## src/rtl/coord_link_pkg.sv

```systemverilog
// Shared definitions for the coordinate byte link: frame constants, the
// UART bit-level state encoding and the frame checksum.
package coord_link_pkg;

    // First byte of every frame, used as the default for the top-level HEADER.
    localparam logic [7:0] HEADER_DEFAULT = 8'hAA;

    // Header plus the four coordinate bytes, without the optional checksum.
    localparam int unsigned NBYTES_BASE = 5;

    // One 8N1 character on the wire: start bit, 8 data bits, stop bit.
    localparam int unsigned BITS_PER_BYTE = 10;

    typedef enum logic [1:0] {
        IDLE  = 2'd0,
        START = 2'd1,
        DATA  = 2'd2,
        STOP  = 2'd3
    } uart_state_e;

    // Modulo-256 sum of the four coordinate bytes; the header is not included.
    function automatic logic [7:0] frame_checksum(
        input logic [7:0] b1,
        input logic [7:0] b2,
        input logic [7:0] b3,
        input logic [7:0] b4
    );
        return b1 + b2 + b3 + b4;
    endfunction

endpackage

```

## src/rtl/uart_byte_tx.sv

```systemverilog
// Single-byte UART 8N1 serialiser with its own baud counter.
// ready_o is high when idle or in the final cycle of the stop bit, so a load
// in that cycle chains the next character with no idle gap on the line.
module uart_byte_tx
    import coord_link_pkg::*;
#(
    parameter int unsigned BAUD_DIV = 234
) (
    input  logic       clk,
    input  logic       rst_n,
    input  logic       load_i,
    input  logic [7:0] byte_i,
    output logic       ready_o,
    output logic       tx_o
);

    localparam int unsigned CNT_W = (BAUD_DIV > 1) ? $clog2(BAUD_DIV) : 1;
    localparam logic [CNT_W-1:0] CNT_LAST = CNT_W'(BAUD_DIV - 1);

    uart_state_e      state_q;
    logic [CNT_W-1:0] cnt_q;
    logic [2:0]       bit_q;
    logic [7:0]       shift_q;
    logic             tx_q;
    logic             bit_end;

    assign bit_end = (cnt_q == CNT_LAST);
    assign ready_o = (state_q == IDLE) || ((state_q == STOP) && bit_end);
    assign tx_o    = tx_q;

    // Bit-level FSM: baud counting, shifting and the registered line level.
    // NOTE: state is updated with non-blocking assignments so every register
    // samples the pre-edge values, independent of statement order.
    always_ff @(posedge clk or negedge rst_n) begin
        if (!rst_n) begin
            state_q <= IDLE;
            cnt_q   <= '0;
            bit_q   <= '0;
            shift_q <= '0;
            tx_q    <= 1'b1;
        end else if (load_i && ready_o) begin
            state_q <= START;
            cnt_q   <= '0;
            bit_q   <= '0;
            shift_q <= byte_i;
            tx_q    <= 1'b0;
        end else begin
            if (state_q != IDLE) begin
                cnt_q <= bit_end ? '0 : cnt_q + 1'b1;
            end
            case (state_q)
                START: begin
                    if (bit_end) begin
                        state_q <= DATA;
                        tx_q    <= shift_q[0];
                    end
                end
                DATA: begin
                    if (bit_end) begin
                        if (bit_q == 3'd7) begin
                            state_q <= STOP;
                            tx_q    <= 1'b1;
                        end else begin
                            bit_q   <= bit_q + 3'd1;
                            shift_q <= shift_q >> 1;
                            tx_q    <= shift_q[1];
                        end
                    end
                end
                STOP: begin
                    if (bit_end) begin
                        state_q <= IDLE;
                    end
                end
                default: ;
            endcase
        end
    end

endmodule

```

## src/rtl/coord_frame_tx.sv

```systemverilog
// Coordinate frame transmitter: snapshots d1..d4 on a send request and
// sends HEADER, d1, d2, d3, d4 as back-to-back UART 8N1 characters.
// Build option: define COORD_FRAME_CHECKSUM_EN to append a sixth byte,
// (d1+d2+d3+d4) mod 256 taken from the snapshot. BAUD_DIV must be >= 2.
module coord_frame_tx
    import coord_link_pkg::*;
#(
    parameter int unsigned CLK_HZ   = 27000000,
    parameter int unsigned BAUD     = 115200,
    parameter int unsigned BAUD_DIV = CLK_HZ / BAUD,
    parameter logic [7:0]  HEADER   = HEADER_DEFAULT
) (
    input  logic       clk,
    input  logic       rst_n,
    input  logic       start,
    input  logic [7:0] d1,
    input  logic [7:0] d2,
    input  logic [7:0] d3,
    input  logic [7:0] d4,
    output logic       tx,
    output logic       busy,
    output logic       done
);

`ifdef COORD_FRAME_CHECKSUM_EN
    localparam int unsigned NBYTES = NBYTES_BASE + 1;
`else
    localparam int unsigned NBYTES = NBYTES_BASE;
`endif
    localparam int unsigned IDX_W = $clog2(NBYTES);
    localparam logic [IDX_W-1:0] LAST_IDX = IDX_W'(NBYTES - 1);

    logic             busy_q;
    logic             done_q;
    logic [IDX_W-1:0] idx_q;
    logic [3:0][7:0]  snap_q;

    logic             accept;
    logic             next_byte;
    logic             frame_end;
    logic             uart_ready;
    logic             uart_load;
    logic [IDX_W-1:0] sel_idx;
    logic [7:0]       load_byte;

    // The done cycle also blocks acceptance, giving the one-cycle frame gap.
    assign accept    = start && !busy_q && !done_q;
    assign next_byte = busy_q && uart_ready && (idx_q != LAST_IDX);
    assign frame_end = busy_q && uart_ready && (idx_q == LAST_IDX);
    assign uart_load = accept || next_byte;
    assign sel_idx   = accept ? '0 : idx_q + IDX_W'(1);

    // Selects the byte handed to the serialiser on each load.
    // NOTE: default assignment first so no path leaves load_byte unassigned,
    // which would otherwise infer a latch.
    always_comb begin
        load_byte = HEADER;
        case (sel_idx)
            IDX_W'(1): load_byte = snap_q[0];
            IDX_W'(2): load_byte = snap_q[1];
            IDX_W'(3): load_byte = snap_q[2];
            IDX_W'(4): load_byte = snap_q[3];
`ifdef COORD_FRAME_CHECKSUM_EN
            IDX_W'(5): load_byte = frame_checksum(snap_q[0], snap_q[1], snap_q[2], snap_q[3]);
`endif
            default:   load_byte = HEADER;
        endcase
    end

    // Frame sequencing: acceptance, snapshot, byte index, busy and done.
    // NOTE: the snapshot is reset with the control state; it is only four
    // bytes, and this keeps the outputs fully defined straight out of reset.
    always_ff @(posedge clk or negedge rst_n) begin
        if (!rst_n) begin
            busy_q <= 1'b0;
            done_q <= 1'b0;
            idx_q  <= '0;
            snap_q <= '0;
        end else begin
            done_q <= frame_end;
            if (accept) begin
                busy_q <= 1'b1;
                idx_q  <= '0;
                snap_q <= {d4, d3, d2, d1};
            end else if (next_byte) begin
                idx_q <= idx_q + IDX_W'(1);
            end else if (frame_end) begin
                busy_q <= 1'b0;
                idx_q  <= '0;
            end
        end
    end

    uart_byte_tx #(
        .BAUD_DIV(BAUD_DIV)
    ) u_byte_tx (
        .clk    (clk),
        .rst_n  (rst_n),
        .load_i (uart_load),
        .byte_i (load_byte),
        .ready_o(uart_ready),
        .tx_o   (tx)
    );

    assign busy = busy_q;
    assign done = done_q;

endmodule

```

## config.mk

```make
export PLATFORM = sky130hd
export DESIGN_NAME = coord_frame_tx
export DESIGN_NICKNAME = d
export VERILOG_FILES = /design/src/rtl/coord_link_pkg.sv /design/src/rtl/uart_byte_tx.sv /design/src/rtl/coord_frame_tx.sv
export SDC_FILE = /design/constraint.sdc
export NUM_CORES = 1
export LEC_CHECK = 0
export CAP_MARGIN = 5
export CORE_ASPECT_RATIO = 1.1
export CORE_MARGIN = 10
export CORE_UTILIZATION = 50
export DETAILED_ROUTE_END_ITERATION = 7
export GPL_TIMING_DRIVEN = 1
export PLACE_DENSITY = 0.73
export REMOVE_ABC_BUFFERS = 1
export SYNTH_ARGS = -nofsm -noshare
export SYNTH_HDL_FRONTEND = slang
export SYNTH_SLANG_ARGS = --single-unit
```

## constraint.sdc

```tcl
create_clock -name clk -period 3.03 [get_ports clk]
set_input_delay 0.606 -clock clk [delete_from_list [all_inputs] [get_ports clk]]
set_output_delay 0.606 -clock clk [all_outputs]
set_load 0.03 [all_outputs]
```

==> results.md <==
* Layout area overhead at 21.4%
* Total die area at 0.00951 mm2
* Worst Path Max Fanout at 22
* Power, Total at between 1.5 and 2 mW
* Port bufs at 37
* Setup Skew at 6.92 ps
* Synth Instances at ~270
* Post-synth EDFFs at 0
* Top-level port count at 38
* Gr usage total at 0.139
* Register area share after synthesis at 0.492
* First-pass GRT wire length at approximately 11000 um
* Core Util, Final at 0.628
* Most frequently used flop master after synthesis: dfrtp_1
* Slew Limit Fails at 0
* Max transition margin at 0.577
* CTS buffer count at 9
* Share of layout cells above drive strength 1 at 0.197
* CTS tree: yes
* Hold slack final at just over 200 ps
* Seq cells post-synth at between 50 and 60
* Root Driver: clkbuf_8
* Syn Area/Cell at around 11 um2
* Commonest non-fill, non-tap cell in the layout: dfrtp_1
* Worst Path Arrival at approximately 2400 ps
* Largest net degree at the start of global routing at 42
* Kind of start point of the critical path: register
* FP Rows at 29
* P per Cell Area at about 480 mW/mm2
* H-tree lvl count at 3
* Total gr overflow at 0
* VDD IR max at between 300 and 400 uV
* Status: completed
* Die Y at between 100 and 150 um
* Hold Crit Class: input port to asynchronous set/reset pin
* Vias in the first global route at ~2300
* # nets final at ~360
* Core box area at about 0.0058 mm2
* Clock insertion delay at the later pin of the skew report at roughly 340 ps
* CTS Hold Bufs at 0
* WS Path Type: register to register
* Minimum clock period at 2140 ps
* Pleak at between 1.5 and 2 nW
* Clock Tree Buf Depth at 2
* Max cap viols at 0
* Netlist cell types at 46
* CTS resizes at 0
* Mapped cell area at between 0.003 and 0.004 mm2
* Final hold violation count at 0
* Initial Util at 0.517
* Die X at roughly 94 um
* Worst Tran Pin Value at approximately 630 ps
* Initial drt markers at 74
* Endpoints failing setup at 0
* Max Freq at approximately 470 MHz
* DR pass1 iterations at 4
* RSZ-0062 raised after global routing: no
* Via count at approximately 2200
* Clock slew at reported path FFs at about 70 ps
* Routed len/inst at about 15 um
* Final non-filler cell total at slightly below 400
* Post-synth ARST share at 1.00
* Final wirelength at around 6100 um
* Yosys warns at 0
* Post-detailed-route count of antenna-violating nets at 0
* Drt drc at 0
* Fin crit share at 0.705
* Most frequent cells in the layout: 58 x dfrtp_1, 36 x clkdlybuf4s50_1, 31 x mux2_2
* Cell total after placement at 381
* CTS sink count at between 50 and 60
* Placer's final routability congestion estimate at approximately 0.79
* Worst path required time at about 3200 ps
* DR vias/cell at about 5.5
* Setup bufs post-CTS at 0
* Detailed Place HPWL at ~4300 um
* Initial antenna violation count at 0
* Ant diodes at 0
* Crit end category: register
* TNS Setup at 0 ps
synth_stat cells, types with 2 or more instances:
library cell,n,share of area
inv_1,7,0.0087
a311oi_1,4,0.012
and3_1,2,0.0042
xnor2_1,2,0.0058
nor2_1,25,0.031
buf_2,8,0.013
mux2_2,31,0.12
xor2_1,2,0.0058
nand2b_1,2,0.0042
a31oi_1,2,0.0042
or3_1,2,0.0042
a32oi_1,2,0.0058
nor4_1,2,0.0042
nor3_1,12,0.020
o21ai_0,14,0.023
a21oi_1,17,0.028
clkbuf_1,3,0.0037
ha_1,11,0.046
nand2_1,14,0.017
mux2i_1,17,0.057
nand3_1,12,0.020
a21o_1,2,0.0050
dfrtp_1,58,0.48
area by class of cell:
class                   instances  area, um2
fillers                       491       2160
inverters                       8       30.0
clock buffers                  11        151
well taps                      77       96.3
repair buffers                 43        423
multi-input cells             194       1430
flip-flops and latches         59       1480
clock inverters                 5       36.3
logic make-up (layout without fill, tap and decap cells):
kind of cell             count (synthesis)  count (layout)  share of synthesized area
AND/OR/NAND/NOR                         81              81                      0.134
multiplexers                            48              48                      0.173
buffers and inverters                   21              67                     0.0333
adder cells (fa/ha/maj)                 11              11                     0.0458
flip-flops                              59              59                      0.492
XOR/XNOR                                 4               4                     0.0117
AO/OA/AOI/OAI                           50              50                      0.110
critical path: stages, from the launching register on:
cell,delay [ps]
dfrtp_1,400
inv_1,140
ha_1,460
inv_1,190
o41ai_4,110
and2_4,370
o21ai_0,180
o2bb2ai_1,160
flip-flops by register name (all words and copies together) (netlist names):
name,count
idx_q,3
u_byte_tx.cnt_q,8
u_byte_tx.tx_o,1
u_byte_tx.state_q,2
u_byte_tx.bit_q,3
snap_q,32
busy,1
u_byte_tx.shift_q,8
done,1
where the power goes:
part           internal, mW  total (mW)  leakage (nW)  switching [mW]
clock network         0.342       0.676        0.0880           0.334
registers             0.845       0.876         0.680          0.0309
logic                 0.109       0.186         0.764          0.0762
total                  1.30        1.74          1.53           0.441
stage by stage:
step	instance area, um2	setup WS [ps]
finish	3650	894
global route	3650	763
CTS	3650	868
detailed placement	3460	728
global placement	3460	788
floorplan	2930	66.5
path summary, 6_finish.rpt:
| path | start | endpoint | slack (ps) | cells past startpoint |
|---|---|---|---|---|
| worst max-delay path | u_byte_tx.state_q[0]$_DFFE_PN0P_ | u_byte_tx.state_q[1]$_DFFE_PN0P_ | 890 | 7 |
| worst min-delay path | rst_n | u_byte_tx.cnt_q[6]$_DFFE_PN0P_ | 210 | 1 |
| worst max register to register | u_byte_tx.state_q[0]$_DFFE_PN0P_ | u_byte_tx.state_q[1]$_DFFE_PN0P_ | 890 | 7 |
| worst min register to register | snap_q[15]$_DFFE_PN0P_ | snap_q[15]$_DFFE_PN0P_ | 490 | 2 |
| max in group asynchronous | rst_n | u_byte_tx.tx_o$_DFFE_PN1P_ | 2120 | 2 |
| min in group clk | snap_q[15]$_DFFE_PN0P_ | snap_q[15]$_DFFE_PN0P_ | 490 | 2 |
per-layer routing:
layer / share of wire / vias up / track usage
met3: 0.038 / 9 / 0.0333
met4: 0.015 / 0 / 0.0877
met5: 0 / - / 0
li1: - / 1066 / -
met2: 0.49 / 34 / 0.218
met1: 0.46 / 1074 / 0.168
(Power assumes the default switching activity.)
